$ cat src/rtl/axi_wr_slave_mem.sv
// AXI4 write-channel responder that writes each accepted beat into a word-addressed SRAM port.
// One transaction outstanding; no read channel.
// Optional feature: define AXI_WR_SLAVE_BOUNDS_CHECK_EN to suppress writes outside the SRAM window
// and report SLVERR for them. Without it, addresses alias into the window by truncation.
// Handshakes: a transfer happens on a rising edge where valid and ready are both high.
// A master keeps valid and payload stable until that edge. This slave drives awready,
// wready and bvalid from flops. bid and bresp stay stable while bvalid is high.
module axi_wr_slave_mem #(
  parameter int                        AXI_DATA_WIDTH = 32,
  parameter int                        AXI_ADDR_WIDTH = 32,
  parameter int                        AXI_STRB_WIDTH = AXI_DATA_WIDTH / 8,
  parameter int                        AXI_ID_WIDTH   = 8,
  parameter int                        MEM_ADDR_WIDTH = 10,
  parameter logic [AXI_ADDR_WIDTH-1:0] BASE_ADDR      = '0
) (
  input  logic                      clk,
  input  logic                      rst,
  input  logic [AXI_ID_WIDTH-1:0]   s_axi_awid,
  input  logic [AXI_ADDR_WIDTH-1:0] s_axi_awaddr,
  input  logic [7:0]                s_axi_awlen,
  input  logic [2:0]                s_axi_awsize,
  input  logic [1:0]                s_axi_awburst,
  input  logic                      s_axi_awvalid,
  output logic                      s_axi_awready,
  input  logic [AXI_DATA_WIDTH-1:0] s_axi_wdata,
  input  logic [AXI_STRB_WIDTH-1:0] s_axi_wstrb,
  input  logic                      s_axi_wlast,
  input  logic                      s_axi_wvalid,
  output logic                      s_axi_wready,
  output logic [AXI_ID_WIDTH-1:0]   s_axi_bid,
  output logic [1:0]                s_axi_bresp,
  output logic                      s_axi_bvalid,
  input  logic                      s_axi_bready,
  output logic                      mem_we,
  output logic [MEM_ADDR_WIDTH-1:0] mem_addr,
  output logic [AXI_DATA_WIDTH-1:0] mem_wdata,
  output logic [AXI_STRB_WIDTH-1:0] mem_wstrb,
  output logic [1:0]                dbg_state
);

  localparam int LSB = $clog2(AXI_STRB_WIDTH);

  typedef enum logic [1:0] {
    IDLE = 2'd0,
    DATA = 2'd1,
    RESP = 2'd2
  } state_e;

  state_e                    state_q, state_d;
  logic                      awready_q, awready_d;
  logic                      wready_q, wready_d;
  logic                      bvalid_q, bvalid_d;
  logic [AXI_ID_WIDTH-1:0]   bid_q, bid_d;
  logic [1:0]                bresp_q, bresp_d;
  logic [AXI_ADDR_WIDTH-1:0] addr_q, addr_d;
  logic [7:0]                len_q, len_d;
  logic [7:0]                cnt_q, cnt_d;
  logic [1:0]                burst_q, burst_d;
  logic                      err_q, err_d;

  logic                      aw_hs, w_hs, b_hs;
  logic                      last_beat, beat_ok, err_nxt, below_base;
  logic [AXI_ADDR_WIDTH:0]   off_ext;
  logic [AXI_ADDR_WIDTH-1:0] word;

  // Offset from the window base. The extra top bit is the borrow, meaning addr is below the base.
  assign off_ext    = {1'b0, addr_q} - {1'b0, BASE_ADDR};
  assign below_base = off_ext[AXI_ADDR_WIDTH];
  assign word       = off_ext[AXI_ADDR_WIDTH-1:0] >> LSB;

`ifdef AXI_WR_SLAVE_BOUNDS_CHECK_EN
  assign beat_ok = !below_base && ((word >> MEM_ADDR_WIDTH) == '0);
  logic unused_ok;
  assign unused_ok = ^{s_axi_awsize, word};
`else
  assign beat_ok = 1'b1;
  logic unused_ok;
  assign unused_ok = ^{s_axi_awsize, word, below_base};
`endif

  assign aw_hs     = (state_q == IDLE) && s_axi_awvalid && awready_q;
  assign w_hs      = (state_q == DATA) && s_axi_wvalid && wready_q;
  assign b_hs      = (state_q == RESP) && bvalid_q && s_axi_bready;
  // The burst ends when the number of beats seen reaches awlen+1.
  assign last_beat = ({1'b0, cnt_q} + 9'd1) == ({1'b0, len_q} + 9'd1);
  // A beat is an error if wlast disagrees with the beat count, or if the beat falls outside the window.
  assign err_nxt   = err_q || (s_axi_wlast != last_beat) || !beat_ok;

  assign s_axi_awready = awready_q;
  assign s_axi_wready  = wready_q;
  assign s_axi_bvalid  = bvalid_q;
  assign s_axi_bid     = bid_q;
  assign s_axi_bresp   = bresp_q;
  assign mem_we        = w_hs && beat_ok;
  assign mem_addr      = word[MEM_ADDR_WIDTH-1:0];
  assign mem_wdata     = s_axi_wdata;
  assign mem_wstrb     = s_axi_wstrb;
  assign dbg_state     = state_q;

  // Next-state logic: burst sequencing, address stepping and response generation.
  always_comb begin
    state_d  = state_q;
    wready_d = wready_q;
    bvalid_d = bvalid_q;
    bid_d    = bid_q;
    bresp_d  = bresp_q;
    addr_d   = addr_q;
    len_d    = len_q;
    cnt_d    = cnt_q;
    burst_d  = burst_q;
    err_d    = err_q;
    case (state_q)
      IDLE: begin
        if (aw_hs) begin
          state_d  = DATA;
          bid_d    = s_axi_awid;
          addr_d   = s_axi_awaddr;
          len_d    = s_axi_awlen;
          burst_d  = s_axi_awburst;
          cnt_d    = 8'd0;
          err_d    = 1'b0;
          wready_d = 1'b1;
        end
      end
      DATA: begin
        if (w_hs) begin
          err_d  = err_nxt;
          cnt_d  = cnt_q + 8'd1;
          // A FIXED burst writes every beat to the same address. WRAP bursts step like INCR.
          addr_d = (burst_q == 2'b00) ? addr_q
                                      : addr_q + AXI_ADDR_WIDTH'(AXI_STRB_WIDTH);
          if (last_beat) begin
            state_d  = RESP;
            wready_d = 1'b0;
            bvalid_d = 1'b1;
            bresp_d  = err_nxt ? 2'b10 : 2'b00;
          end
        end
      end
      RESP: begin
        if (b_hs) begin
          state_d  = IDLE;
          bvalid_d = 1'b0;
        end
      end
      default: state_d = IDLE;
    endcase
    // awready is raised only in IDLE, so a new AW is never accepted during DATA or RESP.
    awready_d = (state_d == IDLE);
  end

  // State and handshake registers with synchronous reset.
  always_ff @(posedge clk) begin
    if (rst) begin
      state_q   <= IDLE;
      awready_q <= 1'b0;
      wready_q  <= 1'b0;
      bvalid_q  <= 1'b0;
      bid_q     <= '0;
      bresp_q   <= 2'b00;
      addr_q    <= '0;
      len_q     <= 8'd0;
      cnt_q     <= 8'd0;
      burst_q   <= 2'b00;
      err_q     <= 1'b0;
    end else begin
      state_q   <= state_d;
      awready_q <= awready_d;
      wready_q  <= wready_d;
      bvalid_q  <= bvalid_d;
      bid_q     <= bid_d;
      bresp_q   <= bresp_d;
      addr_q    <= addr_d;
      len_q     <= len_d;
      cnt_q     <= cnt_d;
      burst_q   <= burst_d;
      err_q     <= err_d;
    end
  end

endmodule

$ cat config.mk
export PLATFORM = sky130hd
export DESIGN_NAME = axi_wr_slave_mem
export DESIGN_NICKNAME = d
export VERILOG_FILES = /design/src/rtl/axi_wr_slave_mem.sv
export SDC_FILE = /design/constraint.sdc
export NUM_CORES = 1
export LEC_CHECK = 0
export ABC_CLOCK_PERIOD_IN_PS = 2310
export BUFFER_PORTS_ARGS = -buffer_cell sky130_fd_sc_hd__buf_2
export CORE_MARGIN = 1
export CORE_UTILIZATION = 30
export CTS_CLUSTER_SIZE = 16
export DETAILED_ROUTE_END_ITERATION = 8
export SLEW_MARGIN = 30
export SYNTH_ARGS = -nofsm -noshare
export SYNTH_HDL_FRONTEND = slang
export SYNTH_SLANG_ARGS = --single-unit
$ cat constraint.sdc
create_clock -name clk -period 2.31 [get_ports clk]
set_input_delay 0.693 -clock clk [delete_from_list [all_inputs] [get_ports clk]]
set_output_delay 0.693 -clock clk [all_outputs]
set_load 0.02 [all_outputs]
==> results.md, run 1 <==
* First-pass GRT wire length at 9.34 mm
* Initial antenna violation count at 0
* Row cnt at 33
* Clk_lat worst skew at 0.29 ns
* Synthesized net count at 422
* Hold crit path type: flop to flop
* Yosys top cell area share at 0.340
* #FFs+latches synth at 43
* Total CTS buffers at 5
* Clock skew at 0.0139 ns
* Clock tree from TritonCTS: done
* Critical path class: flop to flop
* Share of layout cells above drive strength 1 at 0.284
* Hold WS at 0.459 ns
* # DRC at 0
* Most frequent cells in the layout: buf_2, nand2_1, a21oi_1, dfxtp_1, buf_4
* Required time of the critical path at 2.50 ns
* Port Buf Inserts at 58
* IO Pins at 157
* Die Y at 93.9 um
* Crit path DAT at 2.40 ns
* Dpl cell area at 2770 sq um
* Hold_buf cts at 0
* Crit end category: flop
* Routed WL at 5.77 mm
* Max_cap viols at 0
* Fmax at 452 MHz
* Clk sinks at 43
* LEAKAGE at 1.15 nW
* Final Instance Area at 2900 sq um
* Largest area contributor in the netlist: dfxtp_1
* Clk root buf: clkbuf_8
* DR vias/cell at 4.90
* Cell area power density at 569 nW/um^2
* Detailed Routing Iterations Pass 1 at 4
* Max-slew violation count at 0
* CTS clock-pin slew for the worst setup and hold paths at 0.08 ns
* H-tree depth at 2
* Clock buffer depth at 2
* Die ar. at 8810 sq um
* GRT overflow at 0
* Synth-to-layout area growth at 14.7%
* Vias in the first global route at 2063
* Register area share after synthesis at 0.340
* Gpl congestion at 0.801
* All-Layer GR Usage at 0.131
* Setup crit start kind: flop
* Share of flip-flops with an asynchronous set or reset at 0
* Synthesized area at 2530 sq um
* DRT iter0 DRCs at 121
* PnR Total Power at 1.65 mW
* Yosys cell types at 50
* Ys flop type: dfxtp_1
* Core ar. at 8180 sq um
* Initial Utilization at 0.310
* Syn Area/Cell at 7.82 sq um
* Final min period at 2.21 ns
* Cells after synthesis at 324
* Nets@finish at 453
* Max Fanout on Critical Path at 5
* Die width at 93.9 um
* Top cells by area, synth: dfxtp_1, buf_4, nand2_1, a21oi_1, o21ai_0
* PnR worst setup slack at 0.0986 ns
* Diodes inserted at 0
* Pin count of the biggest net entering global routing at 23
* Status: completed
* Maximum VDD drop at 0.265 mV
* Setup violators final at 0
* Commonest non-fill, non-tap cell in the layout: buf_2
* Via count at 2257
* Post-synth EDFFs at 0
* Antenna-violating nets left at 0
* Post-DP HPWL at 4.21 mm
* Final hold viol count at 0
* Pre-CTS setup slack at -0.0410 ns
* Final cycle utilization of the critical path at 0.957
* Drt wl/cell at 12.5 um
* Synth warn at 0
-- layout make-up --
type                       count  area (sq um)
fill                         881          5270
multi-input combinational    225          1370
sequential                    43           867
timing repair buffer          77           433
tap                          105           131
clock buffer                   7          86.3
inverter                       3          11.3
clock inverter                 1          8.76
-- cell usage after synthesis (4+ instances only) --
cell type,count
nor2_1,13
o21ai_0,14
buf_4,38
nand2b_1,6
a211oi_1,7
a21oi_1,41
nor3_1,5
nand2_1,57
clkbuf_1,13
nand3_1,12
dfxtp_1,43
xnor2_1,8
or3_1,5
o22ai_1,4
o21a_1,4
-- report_power, final --
group | internal [mW] | total, mW | switching, mW
Sequential | 0.781 | 0.816 | 0.0345
Combinational | 0.145 | 0.334 | 0.189
Clock | 0.245 | 0.503 | 0.258
Total | 1.17 | 1.65 | 0.482
-- final timing paths --
check | from | endpoint | slack, ns | cells past startpoint
setup reg to reg | len_q[0]$_SDFFE_PP0P_ | s_axi_bresp[1]$_SDFFE_PP0P_ | 0.1 | 7
setup / recovery | len_q[0]$_SDFFE_PP0P_ | s_axi_bresp[1]$_SDFFE_PP0P_ | 0.1 | 7
hold / removal | s_axi_bid[5]$_SDFFE_PP0P_ | s_axi_bid[5]$_SDFFE_PP0P_ | 0.46 | 2
hold reg to reg | s_axi_bid[5]$_SDFFE_PP0P_ | s_axi_bid[5]$_SDFFE_PP0P_ | 0.46 | 2
-- metrics by stage --
| stage | util | cells | TNS, ns |
|---|---|---|---|
| floorplan | - | 324 | 0 |
| global placement | 0.339 | 453 | 0 |
| detailed placement | 0.339 | 453 | -0.0410 |
| CTS | 0.352 | 461 | 0 |
| global route | 0.355 | 461 | -0.00588 |
| finish | 0.355 | 461 | 0 |
-- timing repair --
| action | in CTS | in global routing |
|---|---|---|
| pin swaps | 0 | 4 |
| hold endpoints to repair | 0 | 0 |
| setup endpoints to repair | 1 | 5 |
| resized for setup | 2 | 9 |
| buffers inserted | 0 | 0 |
-- sequential cells by signal, indices dropped and copies added, names as in the netlist --
register	cells
err_q	1
s_axi_awready	1
addr_q	10
burst_q	2
cnt_q	8
s_axi_wready	1
dbg_state	2
len_q	8
s_axi_bid	8
s_axi_bresp	1
s_axi_bvalid	1
-- kinds of logic after synthesis --
kind of cell	share of synthesized area
DFF	0.340
xor gates and xnor gates	0.0400
and+or+nand+nor	0.234
other	0.00148
muxes	0.0138
AOI/OAI and AO/OA	0.215
adders and majority gates	0.0148
buffers and inverters	0.140
-- routing by layer --
metal | vias to the layer above | track usage | part of all wire
li1 | 1160 | - | -
met1 | 1032 | 0.172 | 0.46
met2 | 59 | 0.204 | 0.48
met3 | 6 | 0.0283 | 0.057
met4 | 0 | 0.0590 | 0.0073
met5 | - | 0 | 0
-- worst max-delay path, cell delays in order, from the launching register on --
cell and delay, ns:
dfxtp_2 0.34, ha_2 0.20, and4_4 0.21, a211oi_2 0.18, mux2i_1 0.13, a2111oi_4 0.43
nor3b_4 0.28, mux2_4 0.32
No activity file was read; power rests on OpenSTA's default activity.
==> run 2, diff against run 1 <==
--- a/config.mk
+++ b/config.mk
@@ -9,6 +9,7 @@
 export BUFFER_PORTS_ARGS = -buffer_cell sky130_fd_sc_hd__buf_2
 export CORE_MARGIN = 1
 export CORE_UTILIZATION = 30
+export CTS_BUF_LIST = sky130_fd_sc_hd__clkbuf_16
 export CTS_CLUSTER_SIZE = 16
 export DETAILED_ROUTE_END_ITERATION = 8
 export SLEW_MARGIN = 30
==> run 2 against run 1 <==
Effect of this change: sequential power about the same; core utilization up 0.84 points; clock power up 35%; via count up 1.4%; sequential share of layout area down 0.52 points; design area up 2.4%; final cell count up 0.22%; non-clock buffer count up 1; combinational power up 2%; flip-flop and latch count unchanged; worst hold slack worse by 0.0029 ns; largest power group unchanged.
==> results.md, run 2 (same netlist as run 1, synthesis figures left out) <==
* Worst r2r path cells at 7 (unchanged)
* Max reg flops at 10 (unchanged)
* Final cycle utilization of the critical path at 0.953 (was 0.957)
* H-tree depth at 2 (unchanged)
* IO Pins at 157 (unchanged)
* R2r setup slk at 0.11 ns (was 0.1 ns)
* Reg with most FFs: addr_q (unchanged)
* Hold_buf cts at 0 (unchanged)
* Die ar. at 8810 sq um (unchanged)
* Hold WS at 0.457 ns (was 0.459 ns)
* Detailed Routing Iterations Pass 1 at 4 (unchanged)
* Max-slew violation count at 0 (unchanged)
* Clock tree from TritonCTS: done (unchanged)
* Initial antenna violation count at 0 (unchanged)
* Row cnt at 33 (unchanged)
* Worst Hold Depth at 2 (unchanged)
* Gpl congestion at 0.801 (unchanged)
* Max Fanout on Critical Path at 5 (unchanged)
* Diodes inserted at 0 (unchanged)
* Setup violators final at 0 (unchanged)
* Pin count of the biggest net entering global routing at 23 (unchanged)
* Clk_lat worst skew at 0.28 ns (was 0.29 ns)
* Clk root buf: clkbuf_16 (was clkbuf_8)
* Crit end category: flop (unchanged)
* Required time of the critical path at 2.48 ns (was 2.50 ns)
* Final min period at 2.20 ns (was 2.21 ns)
* Routed WL at 5.78 mm (was 5.77 mm)
* Final Non-Filler Cells at 462 (was 461)
* CTS clock-pin slew for the worst setup and hold paths at 0.06 ns (was 0.08 ns)
* PnR worst setup slack at 0.108 ns (was 0.0986 ns)
* Hold EP: s_axi_bid[4]$_SDFFE_PP0P_ (was s_axi_bid[5]$_SDFFE_PP0P_)
* LEAKAGE at 1.18 nW (was 1.15 nW)
* All-Layer GR Usage at 0.130 (was 0.131)
* Core ar. at 8180 sq um (unchanged)
* Pre-CTS setup slack at -0.0410 ns (unchanged)
* Cell area power density at 618 nW/um^2 (was 569 nW/um^2)
* Synth-to-layout area growth at 17.4% (was 14.7%)
* Die Y at 93.9 um (unchanged)
* Total CTS buffers at 5 (unchanged)
* Share of layout cells above drive strength 1 at 0.300 (was 0.284)
* DR vias/cell at 4.95 (was 4.90)
* Placed Cells at 453 (unchanged)
* PnR Total Power at 1.84 mW (was 1.65 mW)
* Fmax at 454 MHz (was 452 MHz)
* Nets@finish at 454 (was 453)
* GRT overflow at 0 (unchanged)
* Initial Utilization at 0.310 (unchanged)
* Hold Crit Start: s_axi_bid[4]$_SDFFE_PP0P_ (was s_axi_bid[5]$_SDFFE_PP0P_)
* Via count at 2288 (was 2257)
* Cells along the critical path: ha_2 -> and4_4 -> a211oi_2 -> mux2i_1 -> a2111oi_4 -> nor3b_4 -> mux2_4 (unchanged)
* Post-DP HPWL at 4.21 mm (unchanged)
* Setup crit start kind: flop (unchanged)
* # DRC at 0 (unchanged)
* Max incr delay on CP at 0.43 ns (about the same)
* Port Buf Inserts at 58 (unchanged)
* Max_cap viols at 0 (unchanged)
* Most frequent cells in the layout: buf_2, nand2_1, a21oi_1, dfxtp_1, buf_4 (unchanged)
* Worst r2r dst: s_axi_bresp[1]$_SDFFE_PP0P_ (unchanged)
* Antenna-violating nets left at 0 (unchanged)
* First-pass GRT wire length at 9.36 mm (was 9.34 mm)
* Critical path's slowest cell: a2111oi_4 (unchanged)
* Clk sinks at 43 (unchanged)
* Clock skew at 0.0103 ns (was 0.0139 ns)
* Drt wl/cell at 12.5 um (about the same)
* Hold crit path type: flop to flop (unchanged)
* RSZ-0062 raised after global routing: false
* Die width at 93.9 um (unchanged)
* Maximum VDD drop at 0.342 mV (was 0.265 mV)
* Clock buffer depth at 2 (unchanged)
* Post-layout util at 0.364 (was 0.355)
* Critical path class: flop to flop (unchanged)
* Crit path DAT at 2.37 ns (was 2.40 ns)
* Commonest non-fill, non-tap cell in the layout: buf_2 (unchanged)
* FF-to-FF Start: len_q[0]$_SDFFE_PP0P_ (unchanged)
* Status: completed (unchanged)
* Final hold viol count at 0 (unchanged)
* DRT iter0 DRCs at 104 (was 121)
* Vias in the first global route at 2077 (was 2063)
-- run 2: changes by cell type in the layout (fill, tap and decap cells not counted), moves of 4 or more --
| cell | before | now |
|---|---|---|
| clkbuf_8 | 6 | 0 |
| dfxtp_2 | 2 | 6 |
| clkbuf_16 | 0 | 5 |
| dfxtp_1 | 40 | 36 |
-- run 2: power breakdown --
part / switching, mW / internal (mW)
Combinational: 0.191 / 0.149
Sequential: 0.0349 / 0.782
Clock: 0.285 / 0.395
Total: 0.510 / 1.33
-- run 2: stage by stage --
stage / TNS (ns) / area, sq um
after floorplan: 0 / 2530
after global placement: 0 / 2770
after detailed placement: -0.0410 / 2770
after CTS: 0 / 2940
after global routing: 0 / 2970
final: 0 / 2970
-- run 2: worst max path at each step --
stage	to	depth (start not counted)	slack, ns	start
after floorplan	addr_q[5]$_SDFFE_PP0P_	11	0.06	dbg_state[0]$_SDFF_PP0_
after global placement	s_axi_bresp[1]$_SDFFE_PP0P_	7	0.01	cnt_q[0]$_SDFFE_PP0P_
after detailed placement	s_axi_bresp[1]$_SDFFE_PP0P_	7	-0.04	cnt_q[0]$_SDFFE_PP0P_
after CTS	s_axi_bresp[1]$_SDFFE_PP0P_	8	0.01	cnt_q[1]$_SDFFE_PP0P_
after global routing	s_axi_bresp[1]$_SDFFE_PP0P_	7	0.007	cnt_q[0]$_SDFFE_PP0P_
final	s_axi_bresp[1]$_SDFFE_PP0P_	7	0.11	len_q[0]$_SDFFE_PP0P_
-- run 2: per-layer routing --
metal,part of all wire,GRT usage
met5,0,0
met4,0.0080,0.0436
met3,0.053,0.0283
met2,0.47,0.206
met1,0.47,0.173
-- run 2: critical path: cells and delay by family (launching register included) --
family | cells | cell delay, ns
flip-flops | 1 | 0.33
adder cells (fa/ha/maj) | 1 | 0.21
AO/OA/AOI/OAI | 2 | 0.60
multiplexers | 2 | 0.45
AND/OR/NAND/NOR | 2 | 0.49
-- run 2: final cells by class --
| cell class | count | area (sq um) |
|---|---|---|
| Multi-Input combinational cell | 225 | 1380 |
| Clock buffer | 5 | 125 |
| Timing Repair Buffer | 78 | 440 |
| Tap cell | 105 | 131 |
| Clock inverter | 3 | 16.3 |
| Inverter | 3 | 11.3 |
| Sequential cell | 43 | 872 |
| Fill cell | 881 | 5200 |
-- run 2: what timing repair did --
action	CTS	global route
gates resized for setup	6	11
endpoints found under the setup margin	1	5
pin swaps	1	2
setup buffers	1	0
